[src/rtl/clock_ctrl.sv]
// Run-control front end for the system clock gater: button conditioning,
// reset stretching and a run/halt/single-step state machine.
module clock_ctrl #(
    parameter int DEBOUNCE_CYCLES = 16,
    parameter int RST_CYCLES      = 8,
    parameter int STEP_CYCLES     = 1,
    parameter bit START_RUN       = 1'b0
) (
    input  logic i_clk,
    input  logic i_rst,
    input  logic i_btn_rst,
    input  logic i_btn_run,
    input  logic i_btn_step,
    input  logic i_halt,
    output logic o_rst,
    output logic o_pause,
    output logic o_running
);

    localparam int DW = $clog2(DEBOUNCE_CYCLES + 1);
    localparam int SW = $clog2(RST_CYCLES + 1);
    localparam int PW = $clog2(STEP_CYCLES + 1);
    localparam logic [DW-1:0] DB_LAST = DW'(DEBOUNCE_CYCLES - 1);

    typedef enum logic [1:0] {
        S_RESET,
        S_HALT,
        S_RUN,
        S_STEP
    } state_t;

    // bit 0 = rst, bit 1 = run, bit 2 = step
    logic [2:0]    sync1;
    logic [2:0]    sync2;
    logic [2:0]    lvl;
    logic [2:0]    flip;
    logic [DW-1:0] db_cnt [3];
    logic          run_p;
    logic          step_p;

    always_comb begin
        flip = '0;
        for (int i = 0; i < 3; i++) begin
            flip[i] = (sync2[i] != lvl[i]) && (db_cnt[i] == DB_LAST);
        end
    end

    always_ff @(posedge i_clk or negedge i_rst) begin
        if (!i_rst) begin
            sync1  <= '0;
            sync2  <= '0;
            lvl    <= '0;
            run_p  <= 1'b0;
            step_p <= 1'b0;
            for (int i = 0; i < 3; i++) begin
                db_cnt[i] <= '0;
            end
        end else begin
            sync1  <= {i_btn_step, i_btn_run, i_btn_rst};
            sync2  <= sync1;
            lvl    <= lvl ^ flip;
            run_p  <= flip[1] & ~lvl[1];
            step_p <= flip[2] & ~lvl[2];
            for (int i = 0; i < 3; i++) begin
                if (sync2[i] == lvl[i] || flip[i]) begin
                    db_cnt[i] <= '0;
                end else begin
                    db_cnt[i] <= db_cnt[i] + DW'(1);
                end
            end
        end
    end

    logic [SW-1:0] st_cnt;
    logic          rst_nxt;

    assign rst_nxt = lvl[0] | (st_cnt > SW'(1));

    always_ff @(posedge i_clk or negedge i_rst) begin
        if (!i_rst) begin
            st_cnt <= SW'(RST_CYCLES);
        end else if (lvl[0]) begin
            st_cnt <= SW'(RST_CYCLES);
        end else if (st_cnt != '0) begin
            st_cnt <= st_cnt - SW'(1);
        end
    end

    state_t        state;
    state_t        nstate;
    logic [PW-1:0] step_cnt;
    logic [PW-1:0] step_nxt;

    // Forcing on the next o_rst keeps o_pause high on the edge o_rst rises.
    always_comb begin
        nstate   = state;
        step_nxt = step_cnt;
        if (o_rst || rst_nxt) begin
            nstate = S_RESET;
        end else begin
            case (state)
                S_RESET: nstate = START_RUN ? S_RUN : S_HALT;
                S_HALT: begin
                    if (run_p) begin
                        nstate = S_RUN;
                    end else if (step_p) begin
                        nstate   = S_STEP;
                        step_nxt = PW'(STEP_CYCLES);
                    end
                end
                S_RUN: begin
                    if (i_halt || run_p) nstate = S_HALT;
                end
                S_STEP: begin
                    if (i_halt || step_cnt <= PW'(1)) begin
                        nstate = S_HALT;
                    end else begin
                        step_nxt = step_cnt - PW'(1);
                    end
                end
                default: nstate = S_RESET;
            endcase
        end
    end

    always_ff @(posedge i_clk or negedge i_rst) begin
        if (!i_rst) begin
            state     <= S_RESET;
            step_cnt  <= '0;
            o_rst     <= 1'b1;
            o_pause   <= 1'b1;
            o_running <= 1'b0;
        end else begin
            state     <= nstate;
            step_cnt  <= step_nxt;
            o_rst     <= rst_nxt;
            o_pause   <= (nstate == S_RESET) || (nstate == S_HALT);
            o_running <= (nstate == S_RUN) || (nstate == S_STEP);
        end
    end

endmodule

[config.mk]
export PLATFORM = sky130hd
export DESIGN_NAME = clock_ctrl
export DESIGN_NICKNAME = d
export VERILOG_FILES = /design/src/rtl/clock_ctrl.sv
export SDC_FILE = /design/constraint.sdc
export NUM_CORES = 1
export LEC_CHECK = 0
export CORE_MARGIN = 1.5
export CORE_UTILIZATION = 55
export CTS_BUF_LIST = sky130_fd_sc_hd__clkbuf_4
export CTS_CLUSTER_SIZE = 24
export DETAILED_ROUTE_END_ITERATION = 6
export PLACE_DENSITY = 0.83
export SLEW_MARGIN = 15
export SYNTH_ARGS = -nofsm -noshare
export SYNTH_HDL_FRONTEND = slang
export SYNTH_SLANG_ARGS = --single-unit
[constraint.sdc]
create_clock -name i_clk -period 1.8 [get_ports i_clk]
set_input_delay 0.18 -clock i_clk [delete_from_list [all_inputs] [get_ports i_clk]]
set_output_delay 0.18 -clock i_clk [all_outputs]
set_load 0.03 [all_outputs]
==> metrics.md <==
| Metric | Value |
|---|---|
| Max-slew headroom | `0.722` |
| CP bufs+invs | `1` |
| Register area | `880 sq um` |
| Post-synthesis simple-gate area fraction | `0.151` |
| H-tree lvl count | `2` |
| R2R setup slack | `0.19 ns` |
| Hold/Removal Path Class | `in2async` |
| Complex-gate fraction of the synthesized area | `0.0404` |
| Clk sinks | `35` |
| Syn-to-layout area delta | `12.9%` |
| GRT Residual Overflow | `0` |
| Final WL | `1960 um` |
| Synth top area share | `0.574` |
| Critical Path AT | `approximately 1.5 ns` |
| # DRC | `0` |
| Initial DRC Count | `2` |
| Vias/cell | `between 5 and 6` |
| Antenna Violating Nets Remaining | `0` |
| Syn Inst Count | `around 110` |
| Setup-failing EPs final | `0` |
| WL/cell | `12.3 um` |
| Largest net degree at the start of global routing | `36` |
| Total number of vias | `~840` |
| Fill count | `~200` |
| Number of global-route vias before repair | `between 700 and 800` |
| Maximum clock path buffer count | `2` |
| Required @ worst endpoint | `~1.6 ns` |
| Setup Skew | `0.00483 ns` |
| Pre-antenna DRT Iters | `2` |
| Worst Reg-to-Reg Cells | `5` |
| ANT cells | `0` |
| Crit start category | `flop` |
| CP Class | `reg2out` |
| Peak fanout along the critical path | `1` |
| Fin Setup TNS | `0 ns` |
| Global Route Usage Sum | `0.173` |
| Final instance area | `0.00158 sq mm` |
| RSZ-0062 raised after global routing | `false` |
| Clk_lat worst skew | `0.32 ns` |
| Fin crit share | `0.948` |
| FF+latch count, synth | `35` |
| Syn. warnings | `0` |
| Seq/Total Area, Yosys | `0.630` |
| Critical Path Max Stage Delay | `roughly 0.67 ns` |
| EDFF count, synth | `0` |
| CP Capture Type | `output pin` |
| Rows | `18` |
| Synth top cells by count | `dfrtp_1, nor2_1, inv_1` |
| Status | `completed` |
| Fin crit period | `1.71 ns` |
| FFs w/ async S/R, synth | `1.00` |
| Crit. Startpoint | `o_pause` |
| CP Cell Sequence | `clkdlybuf4s50_1` |
| Worst-path clk slew | `~0.1 ns` |
| First-pass GRT wire length | `3240 um` |
| Crit Reg-Reg Endpoint | `state[0]` |
| Post-Syn Nets | `128` |
| Die X | `53.4 um` |
| Most frequent cell after synthesis | `dfrtp_1` |
| Critical R2R Launch | `st_cnt[0]` |
| Post-Synth Adder-Cell Area | `0.0717` |
| Top Family by Delay on Critical Path | `buffers and inverters` |
| Slew @ Worst Pin | `0.417 ns` |
| Synth Flop Type | `dfrtp_1` |
| Syn_area_per_cell | `12.2 sq um` |
| Count of final hold-check violations | `0` |
| Area of the multi-input gates | `~480 sq um` |
| # nets final | `143` |
| Max cap viols | `0` |
| Crit path depth | `1` |
| Slowest stage cell, crit path | `clkdlybuf4s50_1` |
| Critical Path Sink | `o_pause` |
| CTS Buf Count | `5` |
| Total Power | `around 1.7 mW` |
| VDD IR max | `650 uV` |
| Die height | `about 53 um` |
| Starting Density | `0.574` |
| Port bufs | `8` |
| Die area | `0.00285 sq mm` |
| FMAX | `around 0.59 GHz` |
| Synthesized area | `~0.0014 sq mm` |
| Initial antenna violation count | `0` |
| Share of post-route cells with drive strength above 1 | `0.115` |
| Post-synth top area cell | `dfrtp_1` |
| Ports | `9` |
| Pwr Density | `1080 mW/mm^2` |
| Post-DP Area | `0.00152 sq mm` |
| Xor-xnor portion of the synthesized cell area | `0.0628` |
| Slew Viols, Final | `0` |
| Post-DP HPWL | `~1500 um` |
| Static leakage | `between 0.7 and 0.8 nW` |
| Largest family of logic cells by synthesized area | `simple AND/OR/NAND/NOR gates` |
| Clock Root Buffer | `clkbuf_4` |
| CTS tree | `yes` |
| Netlist cell types | `27` |
| Placeable Area | `0.00243 sq mm` |
| Hold WS | `0.245 ns` |
| RePlAce Congestion | `0.662` |
| Synth top area cells | `dfrtp_1, ha_1, dfstp_2, nor2_1, xor2_1` |
| Mux contribution to synthesized area | `0.0161` |
## sequential cells by signal, summed over array words and instances, names as in the netlist, 2 cells and up, named ones only
name	count
db_cnt	15
st_cnt	4
state	2
sync1	3
sync2	3
## metrics by stage
step | cells | worst slack, ns | util
after floorplan | 114 | 0.284 | -
after global placement | 152 | 0.278 | 0.623
after detailed placement | 152 | 0.198 | 0.623
after CTS | 160 | 0.0180 | 0.647
after global routing | 160 | 0.0231 | 0.648
final | 160 | 0.0931 | 0.648
## cell families (layout without fill, tap and decap cells)
kind of cell | after synthesis | count (layout)
multiplexers | 2 | 2
adder cells (fa/ha/maj) | 8 | 8
AND/OR/NAND/NOR | 40 | 40
XOR/XNOR | 10 | 10
AO/OA/AOI/OAI | 9 | 9
buffers and inverters | 10 | 26
flip-flops | 35 | 35
## per-layer routing
layer | routed length [um] | GRT usage | share of wire
met5 | 0 | 0 | 0
met1 | 833 | 0.191 | 0.42
met2 | 1020 | 0.280 | 0.52
met4 | 31 | 0.0769 | 0.016
met3 | 71 | 0.0847 | 0.036
## report_power, final
group / switching, mW / total [mW] / leakage [nW] / internal, mW
clock network: 0.229 / 0.411 / 0.0361 / 0.182
registers: 0.0686 / 0.954 / 0.451 / 0.885
logic: 0.179 / 0.340 / 0.280 / 0.160
total: 0.477 / 1.70 / 0.767 / 1.23
## worst min-delay path by stage
stage	start	to	slack (ns)	cells after the start
2_1_floorplan	i_rst	async pin	-0.12	0
3_3_place_gp	sync1[0]	sync2[0]	0.33	0
3_5_place_dp	sync1[2]	sync2[2]	0.33	0
4_1_cts	i_rst	state[0]	0.25	2
5_1_grt	i_btn_run	sync1[1]	0.26	1
6_report	i_rst	state[0]	0.25	2
## what timing repair did
action,CTS,global route
endpoints found under the setup margin,0,1
hold buffers,0,0
buffers inserted,0,0
endpoints found under the hold margin,0,0
resized for setup,0,1
## layout make-up
type,instances,area share
Clock buffer,7,0.0334
Clock inverter,1,0.00318
Inverter,9,0.0214
Multi-Input combinational cell,69,0.303
Sequential cell,35,0.558
Tap cell,30,0.0238
Timing Repair Buffer,9,0.0572
## layout by cell type, fill, tap and decap left out
cell type | netlist | routed
dfrtp_1 | 32 | 32
nor2_1 | 18 | 18
inv_1 | 9 | 9
ha_1 | 8 | 8
clkbuf_4 | 0 | 7
clkdlybuf4s50_1 | 0 | 7
xor2_1 | 6 | 6
nand2b_1 | 4 | 4
xnor2_1 | 4 | 4
and3_1 | 3 | 3
nand3_1 | 3 | 3
nand2_1 | 3 | 3
a21oi_1 | 3 | 3
dfstp_2 | 3 | 3
o21ai_0 | 2 | 2
a211oi_1 | 2 | 2
mux2_2 | 2 | 2
or4_1 | 1 | 1
or4b_1 | 1 | 1
nor2b_1 | 1 | 1
and4bb_1 | 1 | 1
a211o_1 | 1 | 1
and3b_1 | 1 | 1
nand3b_1 | 1 | 1
nor3b_1 | 1 | 1
or2_2 | 1 | 1
or3_1 | 1 | 1
o31ai_1 | 1 | 1
clkinv_2 | 0 | 1
dlymetal6s2s_1 | 0 | 1
buf_4 | 0 | 1
Note: power is estimated with default switching activity, not from simulation.
